File: src/rtl/div_unit.sv
// div_unit: iterative RV32M divider (DIV/DIVU/REM/REMU) for the Execute stage.
// Restoring division, one quotient bit per cycle. While an op is in flight the
// unit requests a pipeline stall; flushE aborts the op from any state.
//
// Handshake: divStartE is a level held by the pipeline while the divide sits
// in Execute. divStallE = divStartE & (state != DONE) & ~flushE. The result is
// valid only in the cycle divDoneE is high; divResultE holds its last value
// otherwise and must be qualified with divDoneE.
module div_unit #(
    parameter int XLEN = 32,
    parameter int CNTW = $clog2(XLEN) + 1
) (
    input  logic            clk,
    input  logic            rstN,
    input  logic            divStartE,
    input  logic [2:0]      funct3E,
    input  logic [XLEN-1:0] srcAE,
    input  logic [XLEN-1:0] srcBE,
    input  logic            flushE,
    output logic            divStallE,
    output logic            divDoneE,
    output logic [XLEN-1:0] divResultE
);

    typedef enum logic [1:0] {
        IDLE = 2'd0,
        CALC = 2'd1,
        DONE = 2'd2
    } stateT;

    localparam logic [XLEN-1:0] MIN_NEG = {1'b1, {(XLEN-1){1'b0}}};

    stateT           state;
    logic [CNTW-1:0] counter;
    logic [XLEN-1:0] remR;
    logic [XLEN-1:0] quoR;
    logic [XLEN-1:0] divisorR;
    logic            negQ;
    logic            negR;
    logic            isRem;
    logic [XLEN-1:0] resultHold;

    // Operand decode for the capture cycle; funct3E[2] is always 1 for divides.
    logic            isSignedOp;
    logic            aNeg;
    logic            bNeg;
    logic [XLEN-1:0] absA;
    logic [XLEN-1:0] absB;
    logic            divZero;
    logic            overflow;
    logic            unusedF3;

    // Restoring step datapath: the shifted remainder needs one extra bit
    // because divisors above 2^(XLEN-1) can leave a remainder whose doubled
    // value no longer fits in XLEN bits.
    logic [XLEN:0]   remShift;
    logic [XLEN:0]   remDiff;
    logic            geq;
    logic [XLEN-1:0] fixedResult;

    // Decode operands and the special cases that skip iteration.
    always_comb begin
        unusedF3   = funct3E[2];
        isSignedOp = ~funct3E[0];
        aNeg       = isSignedOp & srcAE[XLEN-1];
        bNeg       = isSignedOp & srcBE[XLEN-1];
        absA       = aNeg ? (~srcAE + 1'b1) : srcAE;
        absB       = bNeg ? (~srcBE + 1'b1) : srcBE;
        divZero    = (srcBE == '0);
        overflow   = isSignedOp & (srcAE == MIN_NEG) & (srcBE == '1);
    end

    // One restoring step plus the sign fix-up of the final result.
    always_comb begin
        remShift    = {remR, quoR[XLEN-1]};
        remDiff     = remShift - {1'b0, divisorR};
        geq         = ~remDiff[XLEN];
        fixedResult = isRem ? (negR ? (~remR + 1'b1) : remR)
                            : (negQ ? (~quoR + 1'b1) : quoR);
    end

    // Stall and done are combinational so the hazard unit reacts this cycle.
    always_comb begin
        divStallE  = divStartE & (state != DONE) & ~flushE;
        divDoneE   = (state == DONE) & ~flushE;
        divResultE = divDoneE ? fixedResult : resultHold;
    end

    // Control FSM and iteration registers; flush overrides every state.
    always_ff @(posedge clk or negedge rstN) begin
        if (!rstN) begin
            state      <= IDLE;
            counter    <= '0;
            remR       <= '0;
            quoR       <= '0;
            divisorR   <= '0;
            negQ       <= 1'b0;
            negR       <= 1'b0;
            isRem      <= 1'b0;
            resultHold <= '0;
        end else if (flushE) begin
            state   <= IDLE;
            counter <= '0;
        end else begin
            case (state)
                IDLE: begin
                    if (divStartE) begin
                        isRem <= funct3E[1];
                        if (divZero) begin
                            quoR  <= '1;
                            remR  <= srcAE;
                            negQ  <= 1'b0;
                            negR  <= 1'b0;
                            state <= DONE;
                        end else if (overflow) begin
                            quoR  <= MIN_NEG;
                            remR  <= '0;
                            negQ  <= 1'b0;
                            negR  <= 1'b0;
                            state <= DONE;
                        end else begin
                            remR     <= '0;
                            quoR     <= absA;
                            divisorR <= absB;
                            negQ     <= aNeg ^ bNeg;
                            negR     <= aNeg;
                            counter  <= CNTW'(XLEN);
                            state    <= CALC;
                        end
                    end
                end
                CALC: begin
                    quoR    <= {quoR[XLEN-2:0], geq};
                    remR    <= geq ? remDiff[XLEN-1:0] : remShift[XLEN-1:0];
                    counter <= counter - 1'b1;
                    if (counter == CNTW'(1)) begin
                        state <= DONE;
                    end
                end
                DONE: begin
                    // The finished instruction is still in Execute this cycle,
                    // so divStartE is ignored here.
                    resultHold <= fixedResult;
                    state      <= IDLE;
                end
                default: state <= IDLE;
            endcase
        end
    end

endmodule

File: config.mk
export PLATFORM = sky130hd
export DESIGN_NAME = div_unit
export DESIGN_NICKNAME = d
export VERILOG_FILES = /design/src/rtl/div_unit.sv
export SDC_FILE = /design/constraint.sdc
export NUM_CORES = 1
export LEC_CHECK = 0
export BUFFER_PORTS_ARGS = -buffer_cell sky130_fd_sc_hd__buf_2
export CAP_MARGIN = 10
export CORE_MARGIN = 10
export CORE_UTILIZATION = 30
export DETAILED_ROUTE_END_ITERATION = 12
export HOLD_SLACK_MARGIN = 0.06
export PLACE_DENSITY_LB_ADDON = 0.25
export SYNTH_ARGS = -nofsm -noshare
export SYNTH_HDL_FRONTEND = slang
export SYNTH_SLANG_ARGS = --single-unit
export TNS_END_PERCENT = 20
File: constraint.sdc
create_clock -name clk -period 3.25 [get_ports clk]
set_input_delay 0.325 -clock clk [delete_from_list [all_inputs] [get_ports clk]]
set_output_delay 0.325 -clock clk [all_outputs]
set_load 0.01 [all_outputs]
==> run_results.csv <==
group,metric,value,unit
run_status,status,"finished, violations left",
run_status,violations,"negative setup slack",
setup_path,max_stage_delay,0.45,ns
drt,via_per_inst,5.12,
sta,slew_headroom,37.9,%
logic_synthesis,syn-num-nets,1514,
logic_synthesis,async_flop_share,100,%
drt,detail_route.wl_per_cell,17.5,microns
drt,ant_nets,0,
place,dpl.hpwl,27800,microns
setup_path,crit_cells,12,
place,gp_congestion,0.878,
final_layout,antenna_cells,0,
sta,fin_crit,3.65,ns
setup_path,critPathLaunchType,"register",
drt,drcViolationCount,0,
global_route,grt_antenna_before_repair,0,
global_route,grt.total_usage,16.0,%
final_layout,area_growth,23.9,%
setup_path,cp.arrival,3.32,ns
logic_synthesis,yosys.area_share.simple,20.4,%
sta,finalSetupViolations,19,
logic_synthesis,yosysUniqueCellTypes,68,
sta,fin_ws,-0.395,ns
clocking,clock_path_buffers,2,
setup_path,crit_family,"simple AND/OR/NAND/NOR gates",
setup_path,reg2reg_from,"remR[0]",
power,peakVddDrop,0.000430,V
sta,period_share,112,%
drt,vias,10423,
final_layout,fillers,3763,
place,dpl_cell_area,12600,sq um
final_layout,final_area,13500,sq um
worst_hold_path,hold_depth,2,
place,dpl.cell_count,1988,
final_layout,final_core_util,37.8,%
floorplan,rows,69,
setup_path,r2r-end,"resultHold[26]",
sta,worst_slew_pin_slew,0.932,ns
logic_synthesis,synth_edf_count,0,
clocking,clk_latency,0.43,ns
clocking,clk_pin_slew,0.07,ns
setup_path,r2r_slack,-0.23,ns
logic_synthesis,synth_compound_area_share,24.6,%
global_route,grt_max_degree,78,
logic_synthesis,ys_ff_latch,139,
floorplan,die_width,211,microns
logic_synthesis,syn_inst,1403,
clocking,cts_buffers,17,
final_layout,nets,1673,
power,leakage,0.00587,uW
sta,max_freq,274,MHz
clocking,cts-root-buf,"clkbuf_16",
setup_path,slowest_stage,"or4b_4",
place,port_buffers,103,
logic_synthesis,synth_area_per_cell,7.78,sq um
place,pre_cts_ws,-0.116,ns
final_layout,final_cells,2036,
logic_synthesis,synthFlopType,"dfrtp_1",
drt,first_pass_iters,5,
sta,maxSlewViolCount,0,
logic_synthesis,synth_fa_ha_area_share,4.66,%
sta,finClkSkew,0.0158,ns
clocking,htree_levels,4,
setup_path,cp-end-kind,"output port",
sta,hold_viol_final,0,
logic_synthesis,syn_area,10900,sq um
global_route,grt_pass1_vias,10335,
setup_path,worstPathRequired,2.92,ns
clocking,cts_num_sinks,139,
logic_synthesis,yosysWarnings,0,
power,powerDensity,1020,nW/um^2
sta,timing.hold.ws,0.147,ns
setup_path,crit_buf_inv,2,
global_route,grt-ovfl-total,0,
clocking,cts_tree,"yes",
setup_path,rr_worst_depth,17,
floorplan,io-pin-count,105,
logic_synthesis,synth_top_family_by_area,"compound AO/OA/AOI/OAI gates",
logic_synthesis,ys_seq_area_share,31.9,%
floorplan,core,35700,sq um
floorplan,floorplan.initialDensity,30.5,%
floorplan,die_y,211,microns
logic_synthesis,synthXorXnorAreaFrac,11.2,%
worst_hold_path,hold_path_class,"in2reg",
drt,drt_iter0_drc,728,
final_layout,drive_gt1_share,19.3,%
setup_path,cp_max_fo,4,
worst_hold_path,hold_end,"isRem",
drt,drt_wl_total,35600,microns
logic_synthesis,synth_mux_area_share,2.25,%
global_route,grt_pass1_wl,57400,microns
sta,rsz0062_at_grt,"true",
setup_path,timing_worst_setup_path_type,"reg2out",
setup_path,worstPathCellList,"inv_2 > ha_4 > or4b_4 > nand3b_1 > or3_4 > or3_4 > o41ai_4 > xor2_1 > nand2_1 > o21ai_2 > o21ai_2 > buf_2",
job,maxCapViolations,0,
worst_hold_path,hp-start,"funct3E[1]",
floorplan,die_area,44400,sq um
[cells in the mapped netlist (4+ instances only)]
| cell type | n | share of area [%] |
|---|---|---|
| a211oi_1 | 7 | 0.48 |
| a21o_1 | 7 | 0.48 |
| a21oi_1 | 112 | 5.1 |
| a221oi_1 | 19 | 1.5 |
| a31oi_1 | 15 | 0.86 |
| and2_1 | 4 | 0.23 |
| and3_1 | 11 | 0.63 |
| and4_1 | 4 | 0.32 |
| buf_2 | 7 | 0.32 |
| clkbuf_1 | 75 | 2.6 |
| dfrtp_1 | 139 | 32 |
| ha_1 | 39 | 4.5 |
| inv_1 | 56 | 1.9 |
| mux2_2 | 4 | 0.41 |
| mux2i_1 | 20 | 1.8 |
| nand2_1 | 194 | 6.7 |
| nand2b_1 | 16 | 0.92 |
| nand3_1 | 21 | 0.96 |
| nand3b_1 | 5 | 0.34 |
| nand4_1 | 17 | 0.97 |
| nor2_1 | 104 | 3.6 |
| nor2b_1 | 14 | 0.80 |
| nor3_1 | 21 | 0.96 |
| nor4_1 | 6 | 0.34 |
| o211ai_1 | 11 | 0.76 |
| o21a_1 | 11 | 0.76 |
| o21ai_0 | 178 | 8.2 |
| o21ai_1 | 17 | 0.78 |
| o22ai_1 | 8 | 0.46 |
| o31ai_1 | 31 | 2.1 |
| o41ai_1 | 10 | 0.80 |
| or2_2 | 4 | 0.23 |
| or3_1 | 17 | 0.97 |
| or3_4 | 4 | 0.41 |
| or4_1 | 9 | 0.62 |
| xnor2_1 | 74 | 5.9 |
| xor2_1 | 66 | 5.3 |
[placed cells by master, fill, tap and decap left out, drive strengths merged, types with 21 or more instances in the layout]
master	instances
o21ai	197
nor2	104
xnor2	74
o31ai	33
ha	39
buf	224
nor3	21
nand2	194
a21oi	112
or3	21
xor2	66
inv	56
nand3	21
dfrtp	139
[cell type report]
cell class	count	area, sq um	share of cell area, %
clock buffers	20	447	3.30
clock inverters	12	219	1.62
inverters	56	210	1.55
multi-input cells	1123	7070	52.3
flip-flops and latches	139	3480	25.8
well taps	461	577	4.27
repair buffers	225	1520	11.2
[logic make-up after synthesis]
group           count (synthesis)
mux                            24
compound gates                452
xor+xnor                      140
buf+inv                       141
simple gates                  467
flops                         139
fa+ha+maj                      40
[flip-flops by register name, summed over array words and instances (netlist names)]
signal and count:
negR 1, resultHold 32, negQ 1, remR 32, quoR 32, counter 6, state 2, isRem 1
divisorR 32
[per-stage QoR]
stage / setup TNS (ns) / total power, uW
2_1_floorplan: 0 / 8230
3_3_place_gp: -0.403 / 11100
3_5_place_dp: -1.28 / 11200
4_1_cts: -4.42 / 13700
5_1_grt: -14.35 / 15000
6_report: -4.32 / 13800
[metal layers]
layer / GRT usage (%) / part of all wire [%]
met1: 23.1 / 51
met4: 3.25 / 0.88
met3: 2.51 / 4.3
met2: 24.7 / 43
met5: 0 / 0
[power by group]
part	internal, uW	switching [uW]
registers	2390	714
logic	3830	4630
clock network	1460	774
[what timing repair did]
| item | 4_1_cts | 5_1_grt |
|---|---|---|
| setup buffers | 10 | 5 |
| resized for setup | 32 | 20 |
| pin swaps | 15 | 13 |
| hold endpoints to repair | 74 | 0 |
| setup endpoints to repair | 43 | 55 |
| hold buffers | 1 | 0 |
| cloned | 0 | 0 |
[worst max-delay path by stage]
stage / start / to / slack, ns
after floorplan: remR[0] / divResultE[28] / 0.05
after global placement: remR[0] / divResultE[28] / -0.08
after detailed placement: remR[0] / divResultE[28] / -0.12
after CTS: remR[0] / divResultE[28] / -0.41
after global routing: remR[0] / divResultE[26] / -0.59
final: remR[0] / divResultE[28] / -0.40
(Power assumes the default switching activity.)
